===== config.mk =====
export PLATFORM = sky130hd
export DESIGN_NAME = xform_sched
export DESIGN_NICKNAME = d
export VERILOG_FILES = /design/src/rtl/xform_pkg.sv /design/src/rtl/fb_timer.sv /design/src/rtl/xform_sched.sv
export SDC_FILE = /design/constraint.sdc
export NUM_CORES = 1
export LEC_CHECK = 0
export CORE_UTILIZATION = 48
export CTS_CLUSTER_DIAMETER = 200
export DETAILED_ROUTE_END_ITERATION = 8
export PLACE_DENSITY = 0.77
export REMOVE_ABC_BUFFERS = 1
export SETUP_SLACK_MARGIN = 0.1
export SYNTH_ARGS = -nofsm -noshare
export SYNTH_HDL_FRONTEND = slang
export SYNTH_SLANG_ARGS = --single-unit

===== constraint.sdc =====
create_clock -name CLK2 -period 1.8 [get_ports CLK2]
set_input_delay 0.18 -clock CLK2 [delete_from_list [all_inputs] [get_ports CLK2]]
set_output_delay 0.18 -clock CLK2 [all_outputs]
set_load 0.01 [all_outputs]

===== src/rtl/xform_pkg.sv =====
// Shared types and constants for the transform-quantise datapath scheduler.
package xform_pkg;

   typedef enum logic [1:0] {
      IDLE    = 2'd0,
      XFER    = 2'd1,
      WAIT_FB = 2'd2,
      MBDONE  = 2'd3
   } sched_state_t;

   localparam logic PH_LUMA   = 1'b0;
   localparam logic PH_CHROMA = 1'b1;

   localparam int XF_BEATS        = 4;
   localparam int DEF_LUMA_BLKS   = 16;
   localparam int DEF_CHROMA_BLKS = 8;
   localparam int DEF_FB_TIMEOUT  = 64;

endpackage


===== src/rtl/fb_timer.sv =====
// Feedback timeout counter: counts enabled cycles since the last clear and flags
// the cycle whose increment reaches the programmed limit (a limit of 0 never expires).
module fb_timer #(
   parameter int W = 8
) (
   input  logic         clk,
   input  logic         rst_n,
   input  logic         clr,
   input  logic         en,
   input  logic [W-1:0] limit,
   output logic         expire
);

   localparam logic [W-1:0] ZERO = {W{1'b0}};
   localparam logic [W-1:0] ONE  = {{(W-1){1'b0}}, 1'b1};

   logic [W-1:0] count_r;

   // Cycle counter; clear wins over enable.
   always_ff @(posedge clk or negedge rst_n) begin
      if (!rst_n) begin
         count_r <= ZERO;
      end else if (clr) begin
         count_r <= ZERO;
      end else if (en) begin
         count_r <= count_r + ONE;
      end else begin
         count_r <= count_r;
      end
   end

   assign expire = (limit != ZERO) && (count_r == (limit - ONE));

endmodule


===== src/rtl/xform_sched.sv =====
// Grants the shared transform datapath to luma then chroma 4x4 blocks in
// macroblock order, one block transfer per grant, paced by reconstruction feedback.
module xform_sched #(
   parameter int LUMA_BLKS   = xform_pkg::DEF_LUMA_BLKS,
   parameter int CHROMA_BLKS = xform_pkg::DEF_CHROMA_BLKS,
   parameter int BEATS       = xform_pkg::XF_BEATS,
   parameter int FB_TIMEOUT  = xform_pkg::DEF_FB_TIMEOUT
) (
   input  logic       CLK2,
   input  logic       RESET_N,
   input  logic       NEWLINE,
   input  logic       REQ_L,
   input  logic       REQ_C,
   input  logic       VALIDI,
   input  logic       READYO,
   input  logic       FBSTROBE,
   output logic       GNT_L,
   output logic       GNT_C,
   output logic       READYI,
   output logic       SEL,
   output logic       CRCB,
   output logic [3:0] BLKIDX,
   output logic       MBDONE,
   output logic       BUSY,
   output logic       ERR
);

   import xform_pkg::*;

   localparam logic [4:0] LUMA_END   = 5'(LUMA_BLKS);
   localparam logic [3:0] CHROMA_END = 4'(CHROMA_BLKS);
   localparam logic [3:0] CR_START   = 4'(CHROMA_BLKS / 2);
   localparam logic [1:0] LAST_BEAT  = 2'(BEATS - 1);
   localparam logic [7:0] TMO_LIMIT  = 8'(FB_TIMEOUT);

   sched_state_t state_r, state_s;
   logic [4:0]   luma_cnt_r, luma_cnt_s;
   logic [3:0]   chroma_cnt_r, chroma_cnt_s;
   logic [1:0]   beat_cnt_r, beat_cnt_s;
   logic         gnt_l_r, gnt_l_s, gnt_c_r, gnt_c_s;
   logic         err_r, err_s;
   logic         sel_r, crcb_r, mbdone_r, busy_r;
   logic [3:0]   blkidx_r;
   logic         phase_s, phase_nxt_s, fb_adv_s;
   logic         tmr_clr_s, tmr_en_s, tmr_expire_s;

   assign phase_s     = (luma_cnt_r >= LUMA_END) ? PH_CHROMA : PH_LUMA;
   assign phase_nxt_s = (luma_cnt_s >= LUMA_END) ? PH_CHROMA : PH_LUMA;
   assign tmr_en_s    = (state_r == WAIT_FB);

   fb_timer #(.W(8)) u_fb_timer (
      .clk    (CLK2),
      .rst_n  (RESET_N),
      .clr    (tmr_clr_s),
      .en     (tmr_en_s),
      .limit  (TMO_LIMIT),
      .expire (tmr_expire_s)
   );

   // Next-state, counters, grants and error flag; NEWLINE overrides everything.
   always_comb begin
      state_s      = state_r;
      luma_cnt_s   = luma_cnt_r;
      chroma_cnt_s = chroma_cnt_r;
      beat_cnt_s   = beat_cnt_r;
      gnt_l_s      = 1'b0;
      gnt_c_s      = 1'b0;
      err_s        = err_r;
      tmr_clr_s    = 1'b1;
      fb_adv_s     = 1'b0;
      if (NEWLINE) begin
         state_s      = IDLE;
         luma_cnt_s   = 5'd0;
         chroma_cnt_s = 4'd0;
         beat_cnt_s   = 2'd0;
      end else begin
         case (state_r)
            IDLE: begin
               beat_cnt_s = 2'd0;
               if ((phase_s == PH_LUMA) && REQ_L) begin
                  state_s = XFER;
                  gnt_l_s = 1'b1;
               end else if ((phase_s == PH_CHROMA) && REQ_C) begin
                  state_s = XFER;
                  gnt_c_s = 1'b1;
               end else begin
                  state_s = IDLE;
               end
            end
            XFER: begin
               gnt_l_s = gnt_l_r;
               gnt_c_s = gnt_c_r;
               if (VALIDI && READYO) begin
                  if (beat_cnt_r == LAST_BEAT) begin
                     beat_cnt_s = 2'd0;
                     gnt_l_s    = 1'b0;
                     gnt_c_s    = 1'b0;
                     state_s    = WAIT_FB;
                  end else begin
                     beat_cnt_s = beat_cnt_r + 2'd1;
                  end
               end else begin
                  beat_cnt_s = beat_cnt_r;
               end
            end
            WAIT_FB: begin
               // A strobe coinciding with expiry counts as genuine feedback.
               fb_adv_s  = FBSTROBE | tmr_expire_s;
               tmr_clr_s = fb_adv_s;
               if (fb_adv_s) begin
                  if (!FBSTROBE) begin
                     err_s = 1'b1;
                  end else begin
                     err_s = err_r;
                  end
                  if (phase_s == PH_LUMA) begin
                     luma_cnt_s = luma_cnt_r + 5'd1;
                     state_s    = IDLE;
                  end else begin
                     chroma_cnt_s = chroma_cnt_r + 4'd1;
                     if (chroma_cnt_s == CHROMA_END) begin
                        state_s = xform_pkg::MBDONE;
                     end else begin
                        state_s = IDLE;
                     end
                  end
               end else begin
                  state_s = WAIT_FB;
               end
            end
            xform_pkg::MBDONE: begin
               luma_cnt_s   = 5'd0;
               chroma_cnt_s = 4'd0;
               state_s      = IDLE;
            end
            default: begin
               state_s      = IDLE;
               luma_cnt_s   = 5'd0;
               chroma_cnt_s = 4'd0;
               beat_cnt_s   = 2'd0;
            end
         endcase
      end
   end

   // State, counters and registered output decode.
   always_ff @(posedge CLK2 or negedge RESET_N) begin
      if (!RESET_N) begin
         state_r      <= IDLE;
         luma_cnt_r   <= 5'd0;
         chroma_cnt_r <= 4'd0;
         beat_cnt_r   <= 2'd0;
         gnt_l_r      <= 1'b0;
         gnt_c_r      <= 1'b0;
         err_r        <= 1'b0;
         sel_r        <= 1'b0;
         crcb_r       <= 1'b0;
         blkidx_r     <= 4'd0;
         mbdone_r     <= 1'b0;
         busy_r       <= 1'b0;
      end else begin
         state_r      <= state_s;
         luma_cnt_r   <= luma_cnt_s;
         chroma_cnt_r <= chroma_cnt_s;
         beat_cnt_r   <= beat_cnt_s;
         gnt_l_r      <= gnt_l_s;
         gnt_c_r      <= gnt_c_s;
         err_r        <= err_s;
         sel_r        <= phase_nxt_s;
         crcb_r       <= (chroma_cnt_s >= CR_START);
         blkidx_r     <= (phase_nxt_s == PH_CHROMA) ? chroma_cnt_s : luma_cnt_s[3:0];
         mbdone_r     <= (state_s == xform_pkg::MBDONE);
         busy_r       <= (state_s != IDLE);
      end
   end

   assign GNT_L  = gnt_l_r;
   assign GNT_C  = gnt_c_r;
   assign READYI = READYO & (gnt_l_r | gnt_c_r);
   assign SEL    = sel_r;
   assign CRCB   = crcb_r;
   assign BLKIDX = blkidx_r;
   assign MBDONE = mbdone_r;
   assign BUSY   = busy_r;
   assign ERR    = err_r;

endmodule


==> out/results.tsv, run 1 <==
stage	metric	value	unit
run_status	status	complete, no violations	
clocking	clock sink count	31	
timing	Fmax	581	MHz
clocking	CTS tree	done	
cells_and_area	layout filler cell count	247	
die	io pins	20	
run	max cap viols	0	
timing	Max Clock Skew	18.4	ps
yosys	Most used DFF post-synth	dfrtp_1	
clocking	Clock Latency Late Sink	330	ps
drt	Remaining DRCs	0	
drt	drt first pass iters	4	
setup_path	CP Capture Type	flop	
timing	final hold viol count	0	
power	Tot Pwr	1.42	mW
drt	DR vias/cell	5.65	
power	Peak VDD IR	0.403	mV
setup_path	Critical Path Fanout Max	7	
clocking	Clock Pin Slew Worst Setup and Hold Paths	110	ps
setup_path	flop2flop setup slack	80	ps
clocking	TritonCTS Buffers	5	
global_routing	Tot GR Track Use	23.6	%
timing	RSZ-0062 raised after global routing	true	
clocking	# H-tree levels	2	
min_path	Hold WC Path Type	input pin to asynchronous set/reset pin	
yosys	asr flop ratio synth	100	%
die	Die H	60.6	um
drt	initial drt markers	44	
yosys	Avg Inst Size Synth	9.93	um^2
cells_and_area	Final nets	216	
power	LEAKAGE	0.976	nW
placement	pre-CTS WS	18.0	ps
placement	Buffers on Ports	19	
global_routing	vias in the first global route	1367	
global_routing	first-pass GRT wire length	6160	um
cells_and_area	fin cells	247	
yosys	post-synth cell types	49	
setup_path	Worst Path Required	2040	ps
drt	final wirelength	3770	um
timing	final period utilization	95.6	%
placement	GP Congestion	0.833	
cells_and_area	Area Growth Syn to Fin	31.1	%
yosys	post-synthesis sequential area ratio	47.1	%
die	total core area	0.00315	mm^2
cells_and_area	share of layout cells above drive strength 1	21.7	%
clocking	Clock Root Buffer	clkbuf_4	
setup_path	worst reg2reg path depth	6	
die	Site Rows	20	
setup_path	critical path class	flop to flop	
setup_path	largest stage delay on the critical path	410	ps
global_routing	largest net degree at the start of global routing	32	
timing	setup_tns	0	ps
global_routing	initial antenna violation count	0	
yosys	Yosys reg bits	31	
cells_and_area	diode count	0	
timing	Rel. slew slack	74.1	%
die	die area	0.00367	mm^2
clocking	worst-case clock buffer depth	2	
drt	post-route ant nets	0	
setup_path	Crit path arrival time	1960	ps
timing	post-route worst setup slack	78.6	ps
setup_path	FF-to-FF End	BUSY	
timing	Final Critical Period	1720	ps
setup_path	crit-path cells	ha_2 -> and4bb_4 -> a21oi_4 -> o21ba_1 -> o32a_1 -> o211ai_1	
drt	drt wl/cell	15.3	um
yosys	post-synthesis cell count	166	
yosys	Post-synth EDFFs	0	
global_routing	GRT overflow	0	
yosys	YS warnings	0	
power	pwr dens	658	mW/mm^2
placement	DP HPWL	2580	um
timing	WHS	235	ps
drt	vias	1395	
timing	Slew @ Worst Pin	389	ps
setup_path	FF-to-FF Start	u_fb_timer.count_r[0]	
timing	# setup viols final	0	
timing	Max Slew Vio Count	0	
die	Starting Density	52.3	%
setup_path	crit path launch type	flop	
die	die width	60.6	um
yosys	Syn Std Cell Area	0.00165	mm^2
setup_path	CP max-delay cell	dfrtp_1	
placement	placed insts	233	
[placed cells by master (no fill, tap or decap), types with 2 or more instances in the layout]
master           synthesis  routed
nand2_1                  8       8
buf_6                    0       2
nor3_1                   3       2
dfrtp_1                 31      31
xor2_1                   7       7
a21oi_1                  4       3
clkbuf_4                 0       5
nand2b_1                 4       4
o211ai_1                 2       2
nand3b_1                 2       2
and3_1                   2       2
nor2_1                  25      25
ha_1                     6       5
clkdlybuf4s50_1          0      19
a31oi_1                  6       5
nand3_1                  9       9
a22oi_1                  2       2
buf_4                    0      13
or3_1                    3       3
inv_1                    8       8
xnor2_1                  5       4
a21o_1                   2       2
[layout make-up]
| class | instances | area [um^2] | share of cell area, % |
|---|---|---|---|
| multi-input combinational | 121 | 898 | 41.6 |
| timing repair buffer | 34 | 310 | 14.4 |
| tap | 44 | 55.1 | 2.55 |
| inverter | 9 | 33.8 | 1.56 |
| clock inverter | 2 | 35.0 | 1.62 |
| clock buffer | 6 | 51.3 | 2.38 |
| sequential | 31 | 776 | 35.9 |
[where the power goes]
part           switching (mW)  leakage (nW)  internal [mW]  total, mW
clock network           0.234        0.0482          0.328      0.562
logic                  0.0741         0.500         0.0643      0.138
registers              0.0128         0.428          0.708      0.721
total                   0.321         0.976           1.10       1.42
[metrics by stage]
step	cell area (um^2)	utilization (%)
global route	2160	68.5
detailed placement	1940	61.5
finish	2160	68.5
global placement	1940	61.5
floorplan	1630	-
CTS	2070	65.5
[Yosys cell counts, drive strengths merged, types with 3 or more instances]
master / number / share of area, %
xor2: 7 / 3.7
xnor2: 5 / 2.7
nor3: 4 / 1.5
nand3: 9 / 2.7
or3: 3 / 1.1
nand2b: 4 / 1.5
dfrtp: 31 / 47
o21ai: 3 / 1.1
a22oi: 3 / 2.2
nor2: 26 / 6.1
inv: 9 / 2.0
ha: 6 / 4.6
a31oi: 6 / 2.3
nand2: 9 / 2.2
clkbuf: 3 / 0.68
a21oi: 5 / 2.2
[state kept, by name (all words and copies together) (netlist names)]
name and flops:
CRCB 1, MBDONE 1, luma_cnt_r 5, beat_cnt_r 2, GNT_C 1, GNT_L 1
ERR 1, BUSY 1, BLKIDX 4, chroma_cnt_r 4, state_r 2, u_fb_timer.count_r 8
[layer usage]
metal / up-vias / wire length (um) / track usage [%]
met3: 2 / 146 / 7.46
li1: 662 / - / -
met1: 702 / 1700 / 29.1
met4: 0 / 8 / 5.84
met2: 29 / 1920 / 40.2
met5: - / 0 / 0
[how the worst max path moves through the flow]
stage,end,cells after the start,start,slack (ps)
final,BUSY,6,u_fb_timer.count_r[0],80
after floorplan,BLKIDX[3],6,u_fb_timer.count_r[0],120
after global placement,BLKIDX[3],5,FBSTROBE,90
after global routing,BLKIDX[1],7,u_fb_timer.count_r[1],20
after detailed placement,BLKIDX[2],6,u_fb_timer.count_r[0],20
after CTS,BLKIDX[2],6,u_fb_timer.count_r[0],110
[timing repair]
action                                  CTS  global route
pin swaps                                 3             4
endpoints found under the setup margin    7            11
setup buffers                             5             1
hold buffers                              0             0
resized for setup                         1            15
[critical path, delay by kind of cell (launching register included)]
kind | cells | cell delay (ps)
compound gates | 4 | 790
fa+ha+maj | 1 | 190
flops | 1 | 410
simple gates | 1 | 220
[kinds of logic after synthesis]
| logic type | share of synthesized area [%] |
|---|---|
| AO/OA/AOI/OAI | 17.5 |
| XOR/XNOR | 6.38 |
| adder cells (fa/ha/maj) | 4.56 |
| buffers and inverters | 3.34 |
| flip-flops | 47.1 |
| multiplexers | 0.607 |
| AND/OR/NAND/NOR | 20.6 |
No activity file was read; power rests on OpenSTA's default activity.
==> inputs of run 2 (changes only) <==
CTS_CLUSTER_DIAMETER = default   (was 200)
==> results of run 2 <==
The final DEF is identical to that of run 1; final timing and power are the same.
==> inputs of run 3 (changes only) <==
CAP_MARGIN = 20   (was default)
RECOVER_POWER = 50   (was default)
==> run 3 against run 2 <==
Net effect:
- register-to-register slack about the same
- critical endpoint unchanged
- first-iteration DRC count did not move
- clock power barely moved
- final cell count is the same
- worst setup slack about the same
- total power down 0.17%
- sequential share of layout area is essentially flat
- largest power group unchanged
- global-route usage unchanged
- core utilization fell by 0.079 points
- via count unchanged
- critical path type unchanged
- routed wire length about the same
==> out/results.tsv, run 3 (synthesis results as in run 1) <==
stage	metric	value	unit	change
run_status	status	complete, no violations		unchanged
timing	Max Slew Vio Count	0		unchanged
power	Peak VDD IR	0.403	mV	about the same
drt	vias	1395		unchanged
drt	initial drt markers	44		unchanged
setup_path	crit path launch type	flop		unchanged
placement	DP HPWL	2580	um	unchanged
timing	RSZ-0062 raised after global routing	true		unchanged
global_routing	GRT overflow	0		unchanged
die	die width	60.6	um	unchanged
setup_path	crit-path cells	ha_2 -> and4bb_4 -> a21oi_4 -> o21ba_1 -> o32a_1 -> o211ai_1		unchanged
setup_path	CP max-delay cell	dfrtp_1		unchanged
timing	Rel. slew slack	49.3	%	was 74.1%
setup_path	worst setup path startpoint	u_fb_timer.count_r[0]		unchanged
setup_path	critical path class	flop to flop		unchanged
drt	final wirelength	3770	um	about the same
placement	Buffers on Ports	19		unchanged
cells_and_area	Largest regs	u_fb_timer.count_r: 8 flops, luma_cnt_r: 5 flops		unchanged
die	total core area	0.00315	mm^2	unchanged
timing	final period utilization	95.6	%	about the same
cells_and_area	share of layout cells above drive strength 1	21.7	%	unchanged
clocking	worst-case clock buffer depth	2		unchanged
setup_path	Worst Path Required	2040	ps	about the same
timing	Max Clock Skew	18.4	ps	about the same
clocking	Clock Pin Slew Worst Setup and Hold Paths	110	ps	about the same
cells_and_area	Area Growth Syn to Fin	30.9	%	was 31.1%
cells_and_area	Util after Layout	68.4	%	was 68.5%
placement	GP Congestion	0.833		unchanged
setup_path	critical path's top delay family	compound AO/OA/AOI/OAI gates		unchanged
cells_and_area	area occupied by multi-input gates	898	um^2	unchanged
drt	Remaining DRCs	0		unchanged
cells_and_area	Final nets	216		unchanged
timing	final hold viol count	0		unchanged
cells_and_area	most common cell after layout, fill and taps aside	dfrtp_1		unchanged
cells_and_area	Biggest register	u_fb_timer.count_r		unchanged
power	LEAKAGE	0.982	nW	was 0.976 nW
die	Die H	60.6	um	unchanged
clocking	Clock Root Buffer	clkbuf_4		unchanged
setup_path	CP Buf/Inv Count	0		unchanged
run	max cap viols	0		unchanged
global_routing	Tot GR Track Use	23.6	%	unchanged
global_routing	largest net degree at the start of global routing	32		unchanged
setup_path	Critical Path Fanout Max	7		unchanged
global_routing	vias in the first global route	1367		unchanged
timing	Fmax	581	MHz	about the same
setup_path	FF-to-FF End	BUSY		unchanged
global_routing	first-pass GRT wire length	6160	um	unchanged
timing	Final Critical Period	1720	ps	about the same
drt	drt first pass iters	4		unchanged
cells_and_area	layout filler cell count	248		was 247
setup_path	WP depth	6		unchanged
timing	# setup viols final	0		unchanged
drt	DR vias/cell	5.65		unchanged
clocking	# H-tree levels	2		unchanged
die	die area	0.00367	mm^2	unchanged
placement	placed insts	233		unchanged
setup_path	worst reg2reg path depth	6		unchanged
setup_path	crit path to	BUSY		unchanged
drt	drt wl/cell	15.3	um	about the same
setup_path	largest stage delay on the critical path	410	ps	about the same
cells_and_area	fin cells	247		unchanged
setup_path	flop2flop setup slack	80	ps	about the same
clocking	Hold-fix buffers, CTS	0		unchanged
cells_and_area	diode count	0		unchanged
drt	post-route ant nets	0		unchanged
global_routing	initial antenna violation count	0		unchanged
die	Starting Density	52.3	%	unchanged
power	pwr dens	658	mW/mm^2	about the same
setup_path	CP Capture Type	flop		unchanged
setup_path	Crit path arrival time	1960	ps	about the same
setup_path	FF-to-FF Start	u_fb_timer.count_r[0]		unchanged
die	io pins	20		unchanged
cells_and_area	max FFs per register	8		unchanged
min_path	Hold WC Path Type	input pin to asynchronous set/reset pin		unchanged
timing	setup_tns	0	ps	unchanged
clocking	TritonCTS Buffers	5		unchanged
die	Site Rows	20		unchanged
cells_and_area	most frequent cells in the layout	dfrtp_1, nor2_1, clkdlybuf4s50_1		unchanged
cells_and_area	register area	776	um^2	unchanged
clocking	Clock Latency Late Sink	330	ps	about the same
clocking	CTS tree	done		unchanged
timing	Slew @ Worst Pin	761	ps	was 389 ps
clocking	clock sink count	31		unchanged
run 3: per-stage QoR:
stage / instance area [um^2] / power [mW] / setup slack [ps] / hold slack [ps]
floorplan: 1630 / 0.782 / 116 / -116
global placement: 1940 / 0.851 / 92.4 / 457
detailed placement: 1940 / 0.855 / 18.0 / 467
CTS: 2070 / 1.41 / 110 / 239
global route: 2160 / 1.48 / 23.1 / 507
finish: 2160 / 1.42 / 78.5 / 441
run 3: timing repair:
action | CTS | global route
buffers inserted | 5 | 1
endpoints found under the setup margin | 7 | 11
gates resized for setup | 1 | 15
pin swaps | 3 | 4
run 3: where the power goes:
part	leakage, nW	internal [mW]	switching (mW)
sequential	0.428	0.708	0.0127
clock	0.0482	0.328	0.234
combinational	0.506	0.0620	0.0741
run 3: cell type report:
cell class	instances	share of cell area [%]
Multi-Input combinational cell	121	41.6
Timing Repair Buffer	34	14.3
Inverter	9	1.57
Clock buffer	6	2.38
Clock inverter	2	1.62
Sequential cell	31	36.0
Tap cell	44	2.55
run 3: worst reg2reg max path: stages (launching register included):
cell      delay, ps
dfrtp_1         410
ha_2            190
and4bb_4        220
a21oi_4         220
o21ba_1         180
o32a_1          300
o211ai_1        100
run 3: worst min-delay path by stage:
| stage | startpoint | endpoint | cells after the start |
|---|---|---|---|
| finish | RESET_N | u_fb_timer.count_r[0] | 2 |
| floorplan | RESET_N | BLKIDX[0] | 0 |
| global placement | ERR | ERR | 1 |
| CTS | RESET_N | chroma_cnt_r[0] | 2 |
| detailed placement | ERR | ERR | 1 |
| global route | RESET_N | chroma_cnt_r[0] | 2 |
run 3: routing by layer:
metal | part of all wire [%] | global-route usage [%]
met2 | 51 | 40.2
met1 | 45 | 29.1
met3 | 3.9 | 7.46
met5 | 0 | 0
met4 | 0.21 | 5.84
